==> config.mk <==
export PLATFORM = sky130hd
export DESIGN_NAME = return_addr_stack
export DESIGN_NICKNAME = d
export VERILOG_FILES = /design/src/rtl/return_addr_stack.sv
export SDC_FILE = /design/constraint.sdc
export NUM_CORES = 1
export LEC_CHECK = 0
export ABC_AREA = 1
export CORE_ASPECT_RATIO = 0.9
export CORE_MARGIN = 1
export CORE_UTILIZATION = 60
export CTS_CLUSTER_DIAMETER = 150
export DETAILED_ROUTE_END_ITERATION = 12
export PLACE_DENSITY = 0.93
export SETUP_SLACK_MARGIN = 0.4
export SLEW_MARGIN = 10
export SYNTH_ARGS = -nofsm -noshare
export SYNTH_HDL_FRONTEND = slang
export SYNTH_SLANG_ARGS = --single-unit
==> constraint.sdc <==
create_clock -name clk -period 6.65 [get_ports clk]
set_input_delay 1.33 -clock clk [delete_from_list [all_inputs] [get_ports clk]]
set_output_delay 1.33 -clock clk [all_outputs]
set_load 0.02 [all_outputs]
==> src/rtl/return_addr_stack.sv <==
// return_addr_stack: circular return-address LIFO with occupancy and sticky error flags
module return_addr_stack #(
  parameter int DEPTH = 8,
  parameter int WIDTH = 12,
  parameter int PTR_W = 3
) (
  input  logic             clk,
  input  logic             reset,
  input  logic             push,
  input  logic             pop,
  input  logic [WIDTH-1:0] stack_in,
  input  logic             clear_err,
  output logic [WIDTH-1:0] stack_out,
  output logic [PTR_W:0]   count,
  output logic             empty,
  output logic             full,
  output logic             overflow,
  output logic             underflow
);
  localparam logic [PTR_W:0] max_cnt = (PTR_W+1)'(DEPTH);
  logic [WIDTH-1:0] mem [DEPTH];
  logic [PTR_W-1:0] wp, top, wa;
  logic replace, do_push, do_pop, ov_set, un_set;
  always_comb begin
    top     = wp - PTR_W'(1);
    replace = push && pop && !empty;
    do_push = push && !replace;
    do_pop  = pop && !push && !empty;
    ov_set  = do_push && full;
    un_set  = pop && empty;
    wa      = replace ? top : wp;
  end
  assign empty     = count == '0;
  assign full      = count == max_cnt;
  assign stack_out = empty ? '0 : mem[top];
  always_ff @(posedge clk or negedge reset)
    if (!reset) begin
      wp        <= '0;
      count     <= '0;
      overflow  <= 1'b0;
      underflow <= 1'b0;
    end else begin
      wp        <= do_push ? wp + PTR_W'(1) : do_pop ? wp - PTR_W'(1) : wp;
      count     <= (do_push && !full) ? count + (PTR_W+1)'(1) : do_pop ? count - (PTR_W+1)'(1) : count;
      overflow  <= (overflow && !clear_err) || ov_set;
      underflow <= (underflow && !clear_err) || un_set;
    end
  // Storage is never reset; writes are simply suppressed while reset is held.
  always_ff @(posedge clk)
    if (reset && push) mem[wa] <= stack_in;
endmodule

# Yosys cells after proc, flatten, opt, wreduce, memory -nomap -nowiden
# Memory sizes are Yosys's and may differ from the RTL's.
# Cells that the tools add are included.
totals:
  regBits: 9
  latch_bits: 0
  mem_bits_rw: 96
  mem_bits_ro: 0
  in_bits: 17
  mem_count: 1
mem_list:
  columns: ["name", "words", "width", "read_ports", "rd_clocked_by_memory_dff", "write_ports", "line_no", "text"]
  rows:
  - ["mem", 8, 12, 1, 0, 1, "21", "logic [WIDTH-1:0] mem [DEPTH];"]
classes:
  n_addsub: 4
  mul: 0
  div: 0
  n_lt_le_gt_ge: 0
  eq_ne: 1
  shifts: 0
  n_mux: 8
  bitwise_logic: 0
  reduce_logical: 21
op_table:
  columns: ["op", "n"]
  rows:
  - ["12-bit two-way mux", 1]
  - ["1-bit logical AND", 11]
  - ["3-bit two-way mux", 3]
  - ["4-bit two-way mux", 2]
  - ["1-bit zero test", 5]
  - ["4-bit by 1-bit adder with 4-bit output (second input constant)", 1]
  - ["4-bit == test (second input constant)", 1]
  - ["4-bit zero test", 1]
  - ["2-bit nonzero test", 2]
  - ["4-bit by 1-bit subtractor with 4-bit output (second input constant)", 1]
  - ["3-bit by 1-bit adder with 3-bit output (second input constant)", 1]
  - ["3-bit by 1-bit subtractor with 3-bit output (second input constant)", 1]
  - ["1-bit logical OR", 2]
  - ["1-bit two-way mux", 2]

# Logic depth before layout (Yosys ltp)
logic_depth:
  ltp_word: 7
  mapped_depth: 13

# Worst setup path after synthesis
# No wires, ideal clock.
synth_path:
  kind: "reg2out"
  startpoint: "register wp[0]"
  endpoint: "output port stack_out[10]"
  t_arrival_ps: 1929
  required_time_ps: 5320
  setup_slack_ps: 3391
  stages_incl_launch_ff: 12
  n_path_buf: 4
  cell_sequence: "dfrtp_1 -> buf_2 -> inv_1 -> buf_4 -> ha_1 -> buf_2 -> buf_2 -> nor2_1 -> o21ai_0 -> o211ai_2 -> nand2_1 -> nor2_1"
synth_between:
  elab_chain_len: 3
synth_rtl:
  columns: ["item", "line_no", "text"]
  rows:
  - ["start, declared", "22", "logic [PTR_W-1:0] wp, top, wa;"]
  - ["start signal, assigned", "43", "wp <= do_push ? wp + PTR_W'(1) : do_pop ? wp - PTR_W'(1) : wp;"]
  - ["3-bit by 1-bit subtractor with 3-bit output", "25", "top = wp - PTR_W'(1);"]
  - ["memory read 8 x 12 bit", null, null]
  - ["12-bit two-way mux", "35", "assign stack_out = empty ? '0 : mem[top];"]
  - ["end, declared", "13", "output logic [WIDTH-1:0] stack_out,"]
# No other way between the ends.

# Worst setup path after layout
layout_path:
  startpoint: "register wp[0]"
  endpoint: "output port stack_out[3]"
# Same word-level chain as after synthesis.

==> impl_results.md <==
* Row count at 29
* Net Count, Synth at a little over 400
* Global placement routability congestion at between 0.8 and 0.9
* Core Util, Final at 0.718
* Syn. warnings at 0
* # resized after CTS at 0
* Worst-path clk slew at 0.10 ns
* Flop-to-flop setup slack at 2.41 ns
* Cell-internal power at ~1.6 mW
* Register bit total from synthesis at 105
* Worst setup EP type: output port
* Number of DRC markers in iteration 0 at slightly below 400
* Power per cell area at roughly 540 nW/um^2
* Max clock buf depth at 2
* Outcome: finished clean
* Max Fanout on Critical Path at 52
* Share of layout cells above drive strength 1 at 0.104
* TritonCTS Buffers at 9
* WP buf/inv at 4
* Setup Fix Bufs, Post-CTS at 0
* Number of antenna violations at the first check in global routing at 0
* Avg Inst Size Synth at approximately 12 sq um
* Fin. max-slew vios at 0
* Comb power frac at 0.549
* Via density at 6.05
* Seq/Total Area, Yosys at 0.677
* Vias in the first global route at about 2900
* Min Tclk post-route at about 5.4 ns
* Final setup viols at 0
* CP max stage cell: ha_1
* Most frequent cells in the layout: edfxtp_1, nor2_1, o21ai_0
* Static leakage at 1.88 nW
* Routed Antenna Nets at 0
* Layout Nets at roughly 440
* Antenna Cells at 0
* Commonest non-fill, non-tap cell in the layout: edfxtp_1
* CTS tree: built
* Final WL at roughly 10000 um
* Worst relative slew slack at 0.126
* Area of the die at 8010 sq um
* Worst setup margin at between 1 and 1.5 ns
* Setup_tns at 0 ns
* GRT Total Usage at 0.264
* Detailed-route via count at about 3100
* Placed instance area at just under 5000 sq um
* Cell-by-cell trace of the critical path: buf_4, inv_1, ha_1, inv_1, o21ai_0, o22ai_1, nor2_1, nor2_1, clkdlybuf4s50_1
* Fill count at roughly 440
* Clk pwr share at 0.149
* Post-DP HPWL at approximately 6000 um
* DR WL/cell at about 19 um
* Largest net degree at the start of global routing at between 50 and 60
* Period utilization at 0.811
* Area growth, synth to finish at 12.8%
* CTS Hold Bufs at 0
* Crit Path Class: register to output port
* Core area at slightly above 7000 sq um
* Starting Density at 0.636
* NetSw at approximately 1.2 mW
* Flop pwr share at 0.302
* Synthesized area at 4590 sq um
* Critical Path Max Stage Delay at about 1.1 ns
* Total congestion overflow at 0
* CTS root buf: clkbuf_8
* Die Ht at ~85 um
* Switching share of power at 0.443
* I/O pin count at 37
* Slew @ Worst Pin at around 1.3 ns
* First-pass DRT Iterations at 5
* RSZ-0062 raised after global routing: false
* DR DRC count at 0
* First-pass GRT wire length at approximately 15000 um
* Clk_skew at roughly 0.0082 ns
* Post-Place Setup Slack at around 1.8 ns
* Insertion delay to the later sink of the worst-skew pair at between 0.3 and 0.4 ns
* Total clock sinks at 105
* Mapped Cells at about 390
* Maximum VDD drop at about 300 uV
* Min-Delay Path Class: register to register
* Final Hold Vio Count at 0
* Arrival @ worst endpoint at slightly above 4 ns
* Post-synth cell types at 31
* Max cap viols at 0
* CP delay by family, top: buffers and inverters
* PortBufs at 36
* Design area at around 5200 sq um
* Crit path required time at 5.32 ns
* Htree depth at 3
* Fmax at ~0.19 GHz
* Die W at between 90 and 100 um
* CP Launch Type: register
==> metal layers <==
layer	wire length, um	GRT usage
met4	285	0.122
met3	923	0.0511
met2	4880	0.410
met5	0	0
met1	3810	0.364
==> through the flow <==
stage               instances  total power, mW  hold slack [ns]
CTS                       517             2.77            0.545
floorplan                 386             1.87            0.606
global route              517             2.93            0.569
finish                    517             2.78            0.540
global placement          501             2.27            0.526
detailed placement        501             2.35            0.531
==> synthesized netlist by cell type <==
| master | n | area share |
|---|---|---|
| a21oi_2 | 1 | 0.0019 |
| buf_1 | 1 | 0.00082 |
| buf_2 | 8 | 0.0087 |
| buf_4 | 4 | 0.0065 |
| buf_6 | 2 | 0.0049 |
| buf_8 | 1 | 0.0033 |
| clkbuf_1 | 1 | 0.00082 |
| clkbuf_2 | 2 | 0.0022 |
| clkbuf_8 | 2 | 0.0060 |
| dfrtp_1 | 9 | 0.049 |
| edfxtp_1 | 96 | 0.63 |
| fa_1 | 1 | 0.0044 |
| ha_1 | 4 | 0.011 |
| inv_1 | 16 | 0.013 |
| inv_2 | 1 | 0.00082 |
| nand2_1 | 41 | 0.034 |
| nand2_4 | 2 | 0.0049 |
| nand3_1 | 8 | 0.0087 |
| nand3_2 | 1 | 0.0022 |
| nand4_1 | 2 | 0.0027 |
| nor2_1 | 93 | 0.076 |
| nor2_4 | 2 | 0.0049 |
| o211ai_1 | 5 | 0.0082 |
| o211ai_2 | 8 | 0.022 |
| o21ai_0 | 50 | 0.054 |
| o21ai_1 | 1 | 0.0011 |
| o21ai_2 | 4 | 0.0076 |
| o22ai_1 | 13 | 0.018 |
| xnor2_1 | 1 | 0.0019 |
| xnor2_2 | 1 | 0.0035 |
| xor2_1 | 5 | 0.0095 |
==> path summary, 6_finish.rpt <==
| path | from | endpoint | cells past startpoint |
|---|---|---|---|
| max | wp[0] | stack_out[3] | 9 |
| min | underflow | underflow | 2 |
| max reg2reg | wp[0] | mem[5][1] | 7 |
| min reg2reg | underflow | underflow | 2 |
| max in group asynchronous | reset | count[0] | 1 |
| min in group asynchronous | reset | count[2] | 1 |
==> sequential cells by signal (all words and copies together) (netlist names) <==
name and flops:
wp 3, overflow 1, count 4, underflow 1
mem 96
==> power by group through the flow <==
stage	combinational (mW)	sequential, mW	clock [mW]
2_1_floorplan	1.01	0.865	0
6_report	1.53	0.841	0.416
5_1_grt	1.64	0.847	0.445
4_1_cts	1.51	0.840	0.415
3_3_place_gp	1.42	0.850	0
3_5_place_dp	1.49	0.855	0
==> worst register-to-register path, cell delays in order (launching register included) <==
cell and delay (ns):
dfrtp_1 0.34, buf_4 0.42, inv_1 0.12, ha_1 1.11, inv_1 0.56, o21ai_2 0.30, nand2_1 0.09, nor2_1 0.91
==> final cells by class <==
| class | count | area, sq um | share of cell area |
|---|---|---|---|
| Clock inverter | 7 | 86.3 | 0.0167 |
| Inverter | 17 | 63.8 | 0.0123 |
| Timing Repair Buffer | 43 | 413 | 0.0797 |
| Clock buffer | 9 | 124 | 0.0239 |
| Sequential cell | 105 | 3110 | 0.600 |
| Tap cell | 93 | 116 | 0.0225 |
| Multi-Input combinational cell | 243 | 1270 | 0.245 |
==> cells by family after synthesis <==
family	count (synthesis)	synth area share
AOI/OAI and AO/OA	82	0.113
xor gates and xnor gates	7	0.0150
adders and majority gates	5	0.0153
buffers and inverters	38	0.0471
DFF	105	0.677
and+or+nand+nor	149	0.133
Power figures use the tool's default switching activity.
==> RTL change, RTL diff (config.mk and constraints unchanged) <==
Reset style: synchronous (`reset`), changed in one clocked block.
--- a/src/rtl/return_addr_stack.sv
+++ b/src/rtl/return_addr_stack.sv
@@ -35,3 +35,3 @@
   assign stack_out = empty ? '0 : mem[top];
-  always_ff @(posedge clk or negedge reset)
+  always_ff @(posedge clk)
     if (!reset) begin
Function: differs if reset is asserted again (counterexample within 4 cycles, from zero or initial values and one cycle with reset low); with reset held inactive, the same outputs for 10 cycles.
==> RTL change against the original RTL <==
  * Count of clock-buffer cells in the layout did not move
  * Maximum frequency fell by 4.3%
  * Sequential cell count did not move
  * Synthesized cell count fell by 1.3%
  * Non-clock buffer count did not move
  * Worst setup slack got worse by 0.24 ns
  * First-iteration DRC count rose by 1.6%
  * Final area fell by 2.3%
  * Synthesized area fell by 4.4%
  * Utilization fell by 0.23 points
  * Routed wire length fell by 2.5%
  * Critical endpoint is now stack_out[2]
  * Largest cell class unchanged
Power is not compared: it rests on default switching activity, and its combinational part moved more than twofold at a synthesized area within 25%.
==> RTL change: results (changes against the original RTL) <==
outcome completed; M3 GR Usage 6.136% (+1.0 points); CP endpoint stack_out[2]; worst-margin pin slew 1.216 ns (-0.09036 ns); DR iter-0 viols 392 (+1.6%); post-route insts no fill 513 (-0.77%); fraction of area in multi-input gates 22.99% (-1.5 points); Signal inverters 20 (+3); Post-Synthesis Cells 381 (-1.3%); layout cells sized above 1 8.095% (-2.3 points); All-Layer GR Usage 26.71% (+0.30 points); Detail Route met3 WL 824 um (-11%); Critical Path Max Stage Delay 0.74 ns (-0.37 ns); DR WL met2 4905 um (+0.59%); Post-synth ARST share 0% (-8.6 points); GRT met2 Usage 42.67% (+1.7 points); Placer Congestion 0.7691 (-4.1%); global-route wire length before repair 15170 um (-1.2%); non-clk buf share 8.158% (+0.19 points); routed len/inst 18.81 um (-1.7%); # placed instances 497 (-0.80%); # nets final 437 (-0.91%); Finished Core Util 71.53% (-0.23 points); M1 GR Usage 34.22% (-2.2 points); Vias 3136 (+0.19%); Clock-cell share 4.549% (+0.49 points); syn nets 403 (-1.2%); sequential area share after synthesis 69.78% (+2.1 points); R2R Path End mem[0][11]$_DFFE_PP_; top cells by area, synth edfxtp_1 (66%), nor2_1 (8.0%), o21ai_0 (6.6%); Fillers 457 (+4.3%)
[RTL change: cell families after synthesis]
group                      synth area share [%]
buffers and inverters                     3.763
adders and majority gates                 1.596
AOI/OAI and AO/OA                         11.55
xor gates and xnor gates                  1.141
DFF                                       69.78
and+or+nand+nor                           12.17
[RTL change: worst min-delay path by stage]
stage | from | endpoint | slack, ns | cells past startpoint
floorplan | wp[1]$_SDFFE_PN0P_ | wp[1]$_SDFFE_PN0P_ | 0.48 | 2
CTS | underflow$_SDFF_PN0_ | underflow$_SDFF_PN0_ | 0.50 | 2
global placement | underflow$_SDFF_PN0_ | underflow$_SDFF_PN0_ | 0.45 | 2
detailed placement | underflow$_SDFF_PN0_ | underflow$_SDFF_PN0_ | 0.48 | 2
global route | wp[1]$_SDFFE_PN0P_ | wp[1]$_SDFFE_PN0P_ | 0.54 | 2
finish | underflow$_SDFF_PN0_ | underflow$_SDFF_PN0_ | 0.50 | 2
